[config.mk]
export PLATFORM = sky130hd
export DESIGN_NAME = seq_frame_tx
export DESIGN_NICKNAME = d
export VERILOG_FILES = /design/src/rtl/seq_frame_tx.sv
export SDC_FILE = /design/constraint.sdc
export NUM_CORES = 1
export LEC_CHECK = 0
export CORE_ASPECT_RATIO = 0.75
export CORE_UTILIZATION = 45
export CTS_CLUSTER_DIAMETER = 120
export DETAILED_ROUTE_END_ITERATION = 12
export GPL_TIMING_DRIVEN = 0
export PLACE_DENSITY_LB_ADDON = 0.1
export SYNTH_ARGS = -nofsm -noshare
export SYNTH_HDL_FRONTEND = slang
export SYNTH_SLANG_ARGS = --single-unit
[constraint.sdc]
create_clock -name clk -period 2.95 [get_ports clk]
set_clock_uncertainty 0.05 [all_clocks]
set_input_delay 0.59 -clock clk [delete_from_list [all_inputs] [get_ports clk]]
set_output_delay 0.59 -clock clk [all_outputs]
set_load 0.01 [all_outputs]
[src/rtl/seq_frame_tx.sv]
// ---------------------------------------------------------------------------
// seq_frame_tx
//
// Serial frame transmitter. A payload word is taken over a valid/ready
// handshake and sent one bit per clock as:
//   PATTERN (PAT_W bits, MSB first) | payload (DATA_W bits, MSB first) |
//   odd parity bit
// followed by GAP idle cycles before the next word can be accepted.
//
// Handshake: a word transfers on the rising clk edge where
// in_valid && in_ready. in_data is sampled only at that edge; while
// in_ready is low, in_valid/in_data are ignored and the sender must hold
// them until accepted.
//
// Ports:
//   clk        rising-edge clock
//   rst        asynchronous reset, active-low
//   in_valid   payload valid
//   in_data    payload word
//   in_ready   block can accept a payload this cycle (IDLE and out of reset)
//   s_out      serial data line (IDLE_BIT when not transmitting)
//   s_en       s_out carries a frame bit this cycle
//   sync_mark  high during the last preamble bit
//   frame_done one-cycle pulse during the parity bit
//   busy       frame or idle gap in progress
// ---------------------------------------------------------------------------
module seq_frame_tx #(
  parameter int                PAT_W    = 5,
  parameter logic [PAT_W-1:0]  PATTERN  = 5'b10110,
  parameter int                DATA_W   = 8,
  parameter int                GAP      = 2,
  parameter logic              IDLE_BIT = 1'b0
) (
  input  logic              clk,
  input  logic              rst,
  input  logic              in_valid,
  input  logic [DATA_W-1:0] in_data,
  output logic              in_ready,
  output logic              s_out,
  output logic              s_en,
  output logic              sync_mark,
  output logic              frame_done,
  output logic              busy
);

  // One down-counter serves every phase; it is always reloaded explicitly
  // on a phase change, so it must hold the largest phase length minus one.
  localparam int MAX_A   = (PAT_W > DATA_W) ? PAT_W : DATA_W;
  localparam int MAX_LEN = (MAX_A > GAP) ? MAX_A : GAP;
  localparam int CNT_W   = $clog2(MAX_LEN + 1);
  // Bit-select sources are widened to 2**CNT_W so the counter indexes them
  // at its natural width.
  localparam int EXT_W   = 1 << CNT_W;
  localparam logic [EXT_W-1:0] PAT_EXT = EXT_W'(PATTERN);

  typedef logic [CNT_W-1:0] cnt_t;

  typedef enum logic [2:0] {
    ST_IDLE = 3'd0,
    ST_PRE  = 3'd1,
    ST_DATA = 3'd2,
    ST_PAR  = 3'd3,
    ST_GAP  = 3'd4
  } state_t;

  state_t              state_q, state_n;
  cnt_t                cnt_q, cnt_n;
  logic [DATA_W-1:0]   data_q, data_n;
  logic [EXT_W-1:0]    data_ext;

  logic s_out_n, s_en_n, sync_n, done_n, busy_n;

  // Combinational so a word can be accepted in the first cycle after reset
  // release; forced low while reset is asserted.
  assign in_ready = (state_q == ST_IDLE) && rst;

  // Next-state and counter logic.
  always_comb begin
    state_n = state_q;
    cnt_n   = cnt_q;
    data_n  = data_q;
    case (state_q)
      ST_IDLE: begin
        if (in_valid && in_ready) begin
          data_n  = in_data;
          state_n = ST_PRE;
          cnt_n   = cnt_t'(PAT_W - 1);
        end
      end
      ST_PRE: begin
        if (cnt_q == '0) begin
          state_n = ST_DATA;
          cnt_n   = cnt_t'(DATA_W - 1);
        end else begin
          cnt_n = cnt_q - cnt_t'(1);
        end
      end
      ST_DATA: begin
        if (cnt_q == '0) begin
          state_n = ST_PAR;
        end else begin
          cnt_n = cnt_q - cnt_t'(1);
        end
      end
      ST_PAR: begin
        if (GAP > 0) begin
          state_n = ST_GAP;
          cnt_n   = cnt_t'(GAP - 1);
        end else begin
          state_n = ST_IDLE;
        end
      end
      ST_GAP: begin
        if (cnt_q == '0) begin
          state_n = ST_IDLE;
        end else begin
          cnt_n = cnt_q - cnt_t'(1);
        end
      end
      default: begin
        state_n = ST_IDLE;
      end
    endcase
  end

  // Output decode from the *next* state/counter/payload, so the registered
  // outputs line up with the state they describe: the first preamble bit is
  // on s_out in the cycle right after the accepting edge.
  always_comb begin
    s_out_n  = IDLE_BIT;
    s_en_n   = 1'b0;
    sync_n   = 1'b0;
    done_n   = 1'b0;
    busy_n   = 1'b0;
    data_ext = EXT_W'(data_n);
    case (state_n)
      ST_PRE: begin
        s_out_n = PAT_EXT[cnt_n];
        s_en_n  = 1'b1;
        sync_n  = (cnt_n == '0);
        busy_n  = 1'b1;
      end
      ST_DATA: begin
        s_out_n = data_ext[cnt_n];
        s_en_n  = 1'b1;
        busy_n  = 1'b1;
      end
      ST_PAR: begin
        // Odd parity: ones over payload + parity bit is odd.
        s_out_n = ~^data_n;
        s_en_n  = 1'b1;
        done_n  = 1'b1;
        busy_n  = 1'b1;
      end
      ST_GAP: begin
        busy_n = 1'b1;
      end
      default: begin
        s_out_n = IDLE_BIT;
      end
    endcase
  end

  // State, counter, payload and registered outputs. Reset aborts any frame
  // in progress and discards the latched payload.
  always_ff @(posedge clk or negedge rst) begin
    if (!rst) begin
      state_q    <= ST_IDLE;
      cnt_q      <= '0;
      data_q     <= '0;
      s_out      <= IDLE_BIT;
      s_en       <= 1'b0;
      sync_mark  <= 1'b0;
      frame_done <= 1'b0;
      busy       <= 1'b0;
    end else begin
      state_q    <= state_n;
      cnt_q      <= cnt_n;
      data_q     <= data_n;
      s_out      <= s_out_n;
      s_en       <= s_en_n;
      sync_mark  <= sync_n;
      frame_done <= done_n;
      busy       <= busy_n;
    end
  end

endmodule
# Yosys cells after proc, flatten, opt, wreduce, memory -nomap -nowiden
# Memories as Yosys holds them, arrays and structs flattened.
# Cells that the tools add are included.
dict set report word_totals {
  word_cells 47
  out_inout_bits 6
  in_bits 11
  mem_count 1
  latch_bits 0
  mem_bits_rw 0
  regBits 20
  rom_bits 16
}
# name words width read_ports rd_clocked_by_memory_dff wr line_no
set mem_list {}
lappend mem_list {{(name not given)} 16 1 1 0 0 138} ;# s_out_n = PAT_EXT[cnt_n];
dict set report op_classes {
  eq_ne 8
  magnitude_cmp 1
  mux 19
  n_reduce_logical 9
  n_div 0
  n_mul 0
  n_addsub 1
  shifts 0
  bitwise_logic 0
}
# cell count
set ops {}
lappend ops {{8-bit 2-to-1 mux} 2}
lappend ops {{4-bit case mux with 4 select lines} 1}
lappend ops {{3-bit case mux with 5 select lines} 1}
lappend ops {{3-bit by 2-bit == test with 1-bit output, second input constant} 4}
lappend ops {{3-bit 2-to-1 mux} 4}
lappend ops {{4-bit 2-to-1 mux} 3}
lappend ops {{4-bit zero test} 2}
lappend ops {{8-bit XNOR reduction} 1}
lappend ops {{3-bit by 1-bit == test with 1-bit output, second input constant} 2}
lappend ops {{3-bit == test, second input constant} 2}
lappend ops {{1-bit 2-to-1 mux} 6}
lappend ops {{4-bit by 5-bit < comparator with 1-bit output, second input constant} 1}
lappend ops {{1-bit binary-select mux with 4-bit select} 1}
lappend ops {{4-bit OR reduction} 1}
lappend ops {{4-bit by 1-bit subtractor with 4-bit output, second input constant} 1}
lappend ops {{3-bit zero test} 1}
lappend ops {{1-bit case mux with 3 select lines} 1}
lappend ops {{3-bit OR reduction} 1}
lappend ops {{1-bit logical AND} 2}
lappend ops {{2-bit OR reduction} 1}

# Depth between registers and ports, before layout
# Gate-level depths: netlist of run 1.
dict set report depth {
  word_depth 8
  mapped_depth 14
  depth_no_buf 12
}

# Worst setup path before layout of run 1
# Ideal clock, no wire load.
dict set report synth_timing {
  path_type {register -> register}
  startpoint {register cnt_q[0]}
  endpoint {register s_out}
  required_time_ns 2.773
  setup_ns 0.127
  stages_incl_launch_ff 15
  path_slack_ns 0.064
  n_path_buf 2
  t_arrival_ns 2.709
  period_less_slack_ns 2.886
  cell_sequence {dfrtp_1 -> inv_1 -> ha_1 -> nor2b_1 -> nand2b_1 -> buf_2 -> ha_1 -> maj3_2 -> o221ai_1 -> o31a_1 -> buf_6 -> ha_1 -> mux2_2 -> a22oi_1 -> o21ai_1}
}
dict set report synth_between {
  elab_chain_len 6
  elab_cells_between_ends 18
  classes_between {add/sub: 1; eq/ne: 3; mux: 12; reduce/logical: 1; memory: 1}
}
# element line_no
set synth_rtl {}
lappend synth_rtl {{from (decl)} 67} ;# cnt_t cnt_q, cnt_n;
lappend synth_rtl {{from (signal assigned)} 178} ;# cnt_q <= cnt_n;
lappend synth_rtl {{4-bit by 1-bit subtractor with 4-bit output or 4-bit zero test (tied branches)} -}
lappend synth_rtl {{4-bit 2-to-1 mux, on equally long branches} {99, 114, 91}}
lappend synth_rtl {{4-bit case mux with 4 select lines} 82} ;# case (state_q)
lappend synth_rtl {{memory 16 x 1 bit or 1-bit binary-select mux with 4-bit select (tied branches)} -}
lappend synth_rtl {{1-bit 2-to-1 mux, on equally long branches} {138, 144}}
lappend synth_rtl {{1-bit case mux with 3 select lines (*)} 136} ;# case (state_n)
lappend synth_rtl {{via s_out_n} 71} ;# logic s_out_n, s_en_n, sync_n, done_n, busy_n;
lappend synth_rtl {{to (signal assigned)} 180} ;# s_out <= s_out_n;
lappend synth_rtl {{to (decl)} 39} ;# output logic s_out,
# The timed path passes the listed nets; every way through them passes the cells marked *. The select of a mux whose other input is x is not followed.

# Worst setup path after layout of run 1
# Same ends and word-level chain as after synthesis.

==> run_results.csv, run 1 <==
group,metric,value,unit
sta,fmax,355,MHz
logic_synthesis,syn_inst,119,
final_layout,diodes,0,
final_layout,final_core_util,60.7,%
place,place_congestion,0.796,
power_and_ir_drop,pwr-share-seq,23.1,%
cts,clk_pin_slew,0.10,ns
global_route,track_usage,19.2,%
global_route,gr-total-overflow,0,
final_layout,syn_to_final_growth,27.9,%
final_layout,multi_input_area,711,um2
cts,tritoncts,"yes",
critical_path,path_cells,"inv_2 > ha_4 > nor2b_4 > nand2b_1 > buf_6 > ha_4 > maj3_2 > o221ai_2 > o31a_1 > buf_6 > ha_1 > mux2_4 > a22oi_2 > o21ai_1",
sta,fin_crit_sh,95.6,%
cts,numCtsBuffers,3,
cts,cts_buffer_depth,2,
critical_path,worstSetupPathDepth,14,
detailed_routing,vias_per_cell,5.24,
hold_path,hold_class,"in2async",
logic_synthesis,synth_commonest_cells,"dfrtp_1 (20), xnor2_1 (13), mux2_2 (9)",
logic_synthesis,yosysTopAreaCell,"dfrtp_1",
floorplan,io_pins,17,
sta,slew_headroom,63.9,%
place,dp_hpwl,1.85,mm
global_route,antenna_found_initial,0,
power_and_ir_drop,p_leak,0.687,nW
critical_path,crit_arrival,2.96,ns
sta,finalMaxSlewViolations,0,
sta,hold_viol,0,
detailed_routing,dr.pass1.iters,4,
place,io_buffers,16,
power_and_ir_drop,ir_worst_vdd,636,uV
floorplan,dieArea,2960,um2
final_layout,nNetsFinal,163,
critical_path,crit_path_end_kind,"register",
detailed_routing,drc,0,
logic_synthesis,synthFlopType,"dfrtp_1",
sta,rsz0062_at_grt,"no",
power_and_ir_drop,p_sw_share,40.7,%
cts,cts-root-buf,"clkbuf_4",
sta,min_period,2.82,ns
power_and_ir_drop,switchingPower,0.853,mW
sta,tightest_slew,0.542,ns
logic_synthesis,async_flop_share,100,%
cts,cts_hold_buf,0,
detailed_routing,totalWireLength,2.66,mm
critical_path,cp_data_required_time,3.09,ns
cts,cts.sinks,20,
critical_path,critical-path-top-delay-family,"adder cells",
detailed_routing,wl_per_cell,14.6,um
critical_path,r2r_cells,14,
global_route,grt_pass1_wl,4.11,mm
sta,finalSetupViolations,0,
logic_synthesis,netlist_area,1230,um2
floorplan,fp.dieW,62.5,um
logic_synthesis,yosysMostFrequentCell,"dfrtp_1",
power_and_ir_drop,power_frac_comb,70.8,%
final_layout,nFillCells,240,
power_and_ir_drop,power.internal,1.24,mW
final_layout,seqCellArea,500,um2
power_and_ir_drop,power_frac_clock,6.1,%
floorplan,coreArea,2600,um2
cts,cts_max_level,1,
floorplan,num_rows,16,
sta,worst_hold_slack,0.198,ns
logic_synthesis,syn_area_per_cell,10.4,um2
floorplan,fp.dieH,47.4,um
logic_synthesis,synth_edf_count,0,
logic_synthesis,yosysSeqAreaShare,40.5,%
logic_synthesis,yosys-top-cells-area,"dfrtp_1 (41%), xnor2_1 (9.2%), mux2_2 (8.2%)",
global_route,grt_pass1_vias,874,
critical_path,critical_path_class,"reg2reg",
logic_synthesis,ys_ff_latch,20,
critical_path,cpMaxStageDelayCell,"dfrtp_1",
detailed_routing,antenna_left,0,
cts,worstSkewPairLatency,0.30,ns
floorplan,initial_core_util,47.5,%
global_route,grt_max_degree,24,
logic_synthesis,ys_types,38,
logic_synthesis,syn-num-nets,133,
critical_path,critPathMaxStageDelay,0.40,ns
critical_path,startpoint_type,"register",
critical_path,critical_path_buf_inv_count,3,
final_layout,drive_gt1_share,25.9,%
logic_synthesis,synth_top_area_share,40.5,%
detailed_routing,first_iter_violations,32,
critical_path,cp_max_fo,6,
job,maxCapViolCount,0,
power_and_ir_drop,powerDensity,1330,nW/um2
logic_synthesis,synth_warnings,0,
run_status,status,"completed",
detailed_routing,via_count,959,
==> worst register-to-register path: stages, from the launching register on <==
cell,delay (ns)
dfrtp_1,0.40
inv_2,0.09
ha_4,0.15
nor2b_4,0.14
nand2b_1,0.07
buf_6,0.14
ha_4,0.20
maj3_2,0.31
o221ai_2,0.14
o31a_1,0.17
buf_6,0.12
ha_1,0.22
mux2_4,0.28
a22oi_2,0.15
o21ai_1,0.09
==> cells by family (layout without fill, tap and decap cells) <==
kind of cell | after synthesis | count (layout) | synth area share (%)
fa+ha+maj | 4 | 4 | 3.95
mux | 14 | 14 | 12.3
buf+inv | 12 | 40 | 5.77
simple gates | 31 | 31 | 14.2
xor+xnor | 14 | 14 | 9.93
flops | 20 | 20 | 40.5
compound gates | 24 | 24 | 13.4
==> power groups by stage <==
stage	Sequential [mW]	Clock [mW]	Combinational, mW
4_1_cts	0.483	0.132	1.36
5_1_grt	0.498	0.147	1.62
3_5_place_dp	0.488	0	1.24
6_report	0.483	0.128	1.48
3_3_place_gp	0.486	0	1.21
2_1_floorplan	0.485	0	0.943
==> repair_timing <==
| item | CTS | global route |
|---|---|---|
| pin swaps | 1 | 4 |
| buffers inserted | 5 | 4 |
| endpoints found under the setup margin | 2 | 2 |
| gates resized for setup | 8 | 7 |
==> layer usage <==
metal / up-vias / wire (um) / global-route usage (%) / share of wire (%)
li1: 477 / - / - / -
met1: 452 / 1430 / 28.4 / 54
met2: 26 / 1090 / 27.2 / 41
met3: 4 / 119 / 5.10 / 4.5
met4: 0 / 24 / 6.51 / 0.90
met5: - / 0 / 0 / 0
==> state kept, by name, summed over array words and instances, names as in the netlist <==
signal / count
sync_mark: 1
s_en: 1
state_q: 3
frame_done: 1
cnt_q: 4
data_q: 8
busy: 1
s_out: 1
==> final timing paths <==
check                          start         to  slack (ns)
setup / recovery            cnt_q[0]      s_out        0.13
hold / removal                   rst       busy        0.20
setup reg to reg            cnt_q[0]      s_out        0.13
hold reg to reg            data_q[4]  data_q[4]        0.51
max in group asynchronous        rst   cnt_q[1]        2.29
min in group clk           data_q[4]  data_q[4]        0.51
==> cells in the final DEF (no fill, tap or decap), types with 3 or more instances in the layout <==
master,instances
mux2i_1,5
nand2_1,3
o21ai_0,5
inv_1,3
dfrtp_1,20
buf_6,4
xnor2_1,13
nand2b_1,3
and3_1,4
clkdlybuf4s50_1,15
buf_4,9
a21oi_1,4
nor2_1,4
clkbuf_4,3
nand3_1,4
mux2_2,8
==> final cells by class <==
cell class / instances / share of cell area [%]
well taps: 36 / 2.85
clock buffers: 3 / 1.43
flip-flops and latches: 20 / 31.7
inverters: 5 / 1.19
repair buffers: 25 / 14.1
plain buffers: 7 / 3.72
multi-input cells: 87 / 45.0
==> metrics by stage <==
step	setup slack [ns]	power [mW]	cell area, um2	std cells	setup TNS (ns)
after floorplan	0.0645	1.43	1230	119	0
after global placement	-0.541	1.70	1440	171	-1.01
after detailed placement	-0.614	1.73	1440	171	-1.16
after CTS	0.00521	1.97	1520	179	0
after global routing	0.00968	2.27	1580	183	0
final	0.130	2.09	1580	183	0
No activity file was read; power rests on OpenSTA's default activity.
==> run 2, diff against run 1 <==
--- a/config.mk
+++ b/config.mk
@@ -11,6 +11,7 @@
 export DETAILED_ROUTE_END_ITERATION = 12
 export GPL_TIMING_DRIVEN = 0
 export PLACE_DENSITY_LB_ADDON = 0.1
+export RECOVER_POWER = 100
 export SYNTH_ARGS = -nofsm -noshare
 export SYNTH_HDL_FRONTEND = slang
 export SYNTH_SLANG_ARGS = --single-unit
==> run_results.csv, run 2 (same netlist as run 1, synthesis figures left out) <==
group,metric,value,unit
run_status,status,"completed",
sta,hold_viol,0,
floorplan,num_rows,16,
final_layout,instances_no_fill,183,
sta,tightest_slew,0.544,ns
place,dp_hpwl,1.85,mm
critical_path,r2r_slack,0.12,ns
job,maxCapViolCount,0,
sta,rsz0062_at_grt,"no",
power_and_ir_drop,power.internal,1.21,mW
critical_path,cp_max_fo,6,
cts,numCtsBuffers,3,
critical_path,crit_path_end_kind,"register",
detailed_routing,via_count,964,
power_and_ir_drop,power_frac_clock,6.2,%
final_layout,final_cell_mix,"dfrtp_1 (20), xnor2_1 (13), clkdlybuf4s50_1 (9), buf_4 (9), mux2_1 (7)",
critical_path,crit_arrival,2.97,ns
cts,cts_max_level,1,
critical_path,critical_path_class,"reg2reg",
floorplan,fp.dieW,62.5,um
power_and_ir_drop,fin_total_pwr,2.07,mW
place,io_buffers,16,
power_and_ir_drop,pwr-share-seq,23.3,%
sta,finalSetupViolations,0,
critical_path,cp_data_required_time,3.09,ns
floorplan,dieArea,2960,um2
sta,fmax,353,MHz
final_layout,final_common_cell,"dfrtp_1",
detailed_routing,vias_per_cell,5.27,
sta,min_period,2.83,ns
final_layout,drive_gt1_share,20.4,%
detailed_routing,antenna_left,0,
detailed_routing,drc,0,
final_layout,regMostFlops,"data_q",
place,dp_slack,-0.614,ns
cts,cts.sinks,20,
power_and_ir_drop,ir_worst_vdd,635,uV
power_and_ir_drop,switchingPower,0.855,mW
power_and_ir_drop,powerDensity,1310,nW/um2
power_and_ir_drop,p_leak,0.703,nW
floorplan,fp.dieH,47.4,um
cts,cts-root-buf,"clkbuf_4",
cts,tritoncts,"yes",
detailed_routing,dr.pass1.iters,4,
detailed_routing,wl_per_cell,14.6,um
global_route,grt_max_degree,24,
global_route,track_usage,19.2,%
final_layout,largest_registers,"data_q x8, cnt_q x4, state_q x3",
power_and_ir_drop,p_sw_share,41.3,%
sta,slew_headroom,63.7,%
detailed_routing,totalWireLength,2.67,mm
detailed_routing,first_iter_violations,38,
global_route,gr-total-overflow,0,
final_layout,diodes,0,
cts,clk_pin_slew,0.10,ns
hold_path,hold_class,"in2async",
place,place_congestion,0.796,
floorplan,io_pins,17,
critical_path,startpoint_type,"register",
final_layout,syn_to_final_growth,27.9,%
final_layout,largest_reg_flops,8,
sta,finalMaxSlewViolations,0,
global_route,grt_pass1_wl,4.11,mm
sta,finalWorstSetupSlack,0.120,ns
power_and_ir_drop,power_frac_comb,70.5,%
final_layout,nNetsFinal,163,
global_route,grt_pass1_vias,874,
place,dp_cells,171,
global_route,antenna_found_initial,0,
floorplan,coreArea,2600,um2
cts,worstSkewPairLatency,0.30,ns
floorplan,initial_core_util,47.5,%
cts,cts_buffer_depth,2,
cts,cts_hold_buf,0,
sta,fin_crit_sh,95.9,%
run 2: cell count changes in the layout (fill, tap and decap cells not counted):
cell	before	now
mux2_1	0	7
o21ai_0	5	6
clkdlybuf4s50_1	15	9
mux2_2	8	1
o21ba_1	0	1
o21ai_1	2	1
dlygate4sd3_1	0	6
o21ba_2	1	0
run 2: timing repair:
| action | 4_1_cts | 5_1_grt |
|---|---|---|
| gates cloned | 0 | 0 |
| setup endpoints to repair | 2 | 2 |
| pin swaps | 1 | 4 |
| resized for setup | 8 | 7 |
| setup buffers | 5 | 4 |
run 2: per-layer routing:
metal	share of wire (%)	GRT usage, %	up-vias
li1	-	-	478
met1	54	28.4	461
met2	41	27.2	21
met3	3.7	5.10	4
met4	0.93	6.51	0
met5	0	0	-
run 2: power groups by stage:
| stage | Combinational, mW | Sequential [mW] | Clock [mW] |
|---|---|---|---|
| floorplan | 0.943 | 0.485 | 0 |
| global placement | 1.21 | 0.486 | 0 |
| detailed placement | 1.24 | 0.488 | 0 |
| CTS | 1.36 | 0.483 | 0.132 |
| global route | 1.60 | 0.498 | 0.147 |
| finish | 1.46 | 0.482 | 0.129 |
run 2: path summary, 6_finish.rpt:
| check | from | to | depth (start not counted) |
|---|---|---|---|
| max | cnt_q[0] | s_out | 14 |
| min | rst | s_en | 1 |
| max reg2reg | cnt_q[0] | s_out | 14 |
| min reg2reg | data_q[4] | data_q[4] | 1 |
| max in group asynchronous | rst | data_q[0] | 1 |
| min in group clk | data_q[4] | data_q[4] | 1 |
run 2: area by class of cell:
| class | instances | area, um2 |
|---|---|---|
| multi-input cells | 87 | 711 |
| well taps | 36 | 45.0 |
| plain buffers | 7 | 58.8 |
| repair buffers | 25 | 223 |
| flip-flops and latches | 20 | 500 |
| clock buffers | 3 | 22.5 |
| fillers | 240 | 1020 |
| inverters | 5 | 18.8 |
run 2: stage by stage:
| step | util, % | instance area, um2 | hold WS (ns) | TNS (ns) |
|---|---|---|---|---|
| after floorplan | - | 1230 | 0.244 | 0 |
| after global placement | 55.3 | 1440 | 0.479 | -1.01 |
| after detailed placement | 55.3 | 1440 | 0.489 | -1.16 |
| after CTS | 58.5 | 1520 | 0.514 | 0 |
| after global routing | 60.7 | 1580 | 0.234 | 0 |
| final | 60.7 | 1580 | 0.198 | 0 |
run 2: critical path: stages (launching register included):
cell      delay (ns)
dfrtp_1         0.40
inv_2           0.09
ha_4            0.15
nor2b_4         0.14
nand2b_1        0.07
buf_6           0.14
ha_4            0.20
maj3_2          0.31
o221ai_2        0.14
o31a_1          0.17
buf_6           0.12
ha_1            0.22
mux2_4          0.28
a22oi_2         0.15
o21ai_1         0.09
==> run 3, diff against run 2 <==
--- a/config.mk
+++ b/config.mk
@@ -5,10 +5,12 @@
 export SDC_FILE = /design/constraint.sdc
 export NUM_CORES = 1
 export LEC_CHECK = 0
+export CAP_MARGIN = 20
 export CORE_ASPECT_RATIO = 0.75
 export CORE_UTILIZATION = 45
 export CTS_CLUSTER_DIAMETER = 120
 export DETAILED_ROUTE_END_ITERATION = 12
+export GPL_ROUTABILITY_DRIVEN = 0
 export GPL_TIMING_DRIVEN = 0
 export PLACE_DENSITY_LB_ADDON = 0.1
 export RECOVER_POWER = 100
==> run_results.csv, run 3 (same netlist as run 1, synthesis figures left out) <==
group,metric,value,unit
job,maxCapViolCount,0,
place,dp_cells,171,
place,io_buffers,16,
critical_path,crit_path_start,"cnt_q[1]",
final_layout,regMostFlops,"data_q",
power_and_ir_drop,powerDensity,1330,nW/um2
cts,cts_max_level,1,
critical_path,crit_path_end_kind,"register",
global_route,track_usage,18.3,%
critical_path,cp_data_required_time,3.10,ns
detailed_routing,via_count,979,
power_and_ir_drop,ir_worst_vdd,576,uV
cts,tritoncts,"yes",
sta,min_period,2.82,ns
final_layout,final_cell_mix,"dfrtp_1 (20), xnor2_1 (13), clkdlybuf4s50_1 (9), buf_4 (7)",
floorplan,coreArea,2600,um2
final_layout,diodes,0,
floorplan,io_pins,17,
sta,fin_crit_sh,95.7,%
floorplan,initial_core_util,47.5,%
sta,hold_viol,0,
final_layout,syn_to_final_growth,27.9,%
detailed_routing,totalWireLength,2.75,mm
global_route,grt_pass1_wl,3.96,mm
final_layout,largest_reg_flops,8,
place,dp_hpwl,1.87,mm
floorplan,dieArea,2960,um2
power_and_ir_drop,fin_total_pwr,2.10,mW
final_layout,final_common_cell,"dfrtp_1",
global_route,gr-total-overflow,0,
global_route,antenna_found_initial,0,
cts,worstSkewPairLatency,0.31,ns
final_layout,drive_gt1_share,19.2,%
final_layout,nNetsFinal,162,
power_and_ir_drop,p_leak,0.693,nW
cts,cts.sinks,20,
detailed_routing,wl_per_cell,15.1,um
floorplan,fp.dieH,47.4,um
detailed_routing,first_iter_violations,49,
sta,rsz0062_at_grt,"no",
global_route,grt_pass1_vias,815,
sta,tightest_slew,0.541,ns
floorplan,num_rows,16,
critical_path,cp_max_fo,5,
sta,slew_headroom,63.5,%
sta,finalMaxSlewViolations,0,
run_status,status,"completed",
critical_path,reg2reg_from,"cnt_q[1]",
sta,fmax,354,MHz
place,placed_area,1440,um2
detailed_routing,drc,0,
detailed_routing,antenna_left,0,
floorplan,fp.dieW,62.5,um
detailed_routing,vias_per_cell,5.38,
cts,numCtsBuffers,3,
final_layout,instances_no_fill,182,
final_layout,finish.instance_area,1580,um2
critical_path,critical_path_class,"reg2reg",
sta,finalSetupViolations,0,
cts,clk_pin_slew,0.11,ns
critical_path,crit_arrival,2.98,ns
final_layout,largest_registers,"data_q x8, cnt_q x4, state_q x3",
global_route,grt_max_degree,24,
hold_path,hold_class,"in2async",
cts,cts-root-buf,"clkbuf_4",
critical_path,startpoint_type,"register",
sta,tns,0,ns
cts,cts_buffer_depth,2,
detailed_routing,dr.pass1.iters,4,
run 3: power by group:
group / total, mW / leakage, nW / internal [mW] / switching [mW]
clock: 0.130 / 0.0138 / 0.0477 / 0.0819
combinational: 1.49 / 0.431 / 0.775 / 0.712
sequential: 0.484 / 0.249 / 0.403 / 0.0814
total: 2.10 / 0.693 / 1.23 / 0.876
run 3: repair_timing:
item,CTS,global route
endpoints found under the hold margin,0,0
pin swaps,0,4
setup endpoints to repair,2,2
hold buffers,0,0
resized for setup,8,7
buffers inserted,4,4
run 3: per-layer routing:
metal	share of wire [%]	vias up	wire length [um]	global-route usage [%]
li1	-	475	-	-
met1	49	467	1350	27.5
met2	44	33	1200	25.7
met3	5.8	4	160	3.88
met4	1.1	0	29	6.98
met5	0	-	0	0
run 3: path summary, 6_finish.rpt:
check / endpoint / slack, ns / cells after the start
max reg2reg: s_out / 0.13 / 14
max in group asynchronous: data_q[1] / 2.30 / 1
min reg2reg: data_q[4] / 0.50 / 1
min: s_out / 0.19 / 1
max: s_out / 0.13 / 14
min in group clk: data_q[4] / 0.50 / 1
run 3: final cells by class:
cell class	count	area, um2
fill	218	1020
tap	36	45.0
timing repair buffer	24	211
inverter	5	18.8
sequential	20	500
multi-input combinational	87	723
clock buffer	3	22.5
buffer	7	57.6
run 3: worst max-delay path, stage by stage, from the launching register on:
cell and delay [ns]:
dfrtp_1 0.39, inv_1 0.10, ha_4 0.17, nor2b_4 0.15, nand2b_1 0.07, buf_6 0.13, ha_4 0.20, maj3_2 0.30
o221ai_2 0.13, o31a_1 0.17, buf_6 0.13, ha_4 0.20, mux2_4 0.27, a22oi_2 0.14, o21ai_1 0.09
run 3: through the flow:
step	hold WS, ns	utilization [%]	setup WS (ns)
2_1_floorplan	0.244	-	0.0645
3_3_place_gp	0.477	55.3	-0.526
3_5_place_dp	0.484	55.3	-0.616
4_1_cts	0.510	58.4	0.00307
5_1_grt	0.230	60.7	0.0109
6_report	0.190	60.7	0.126
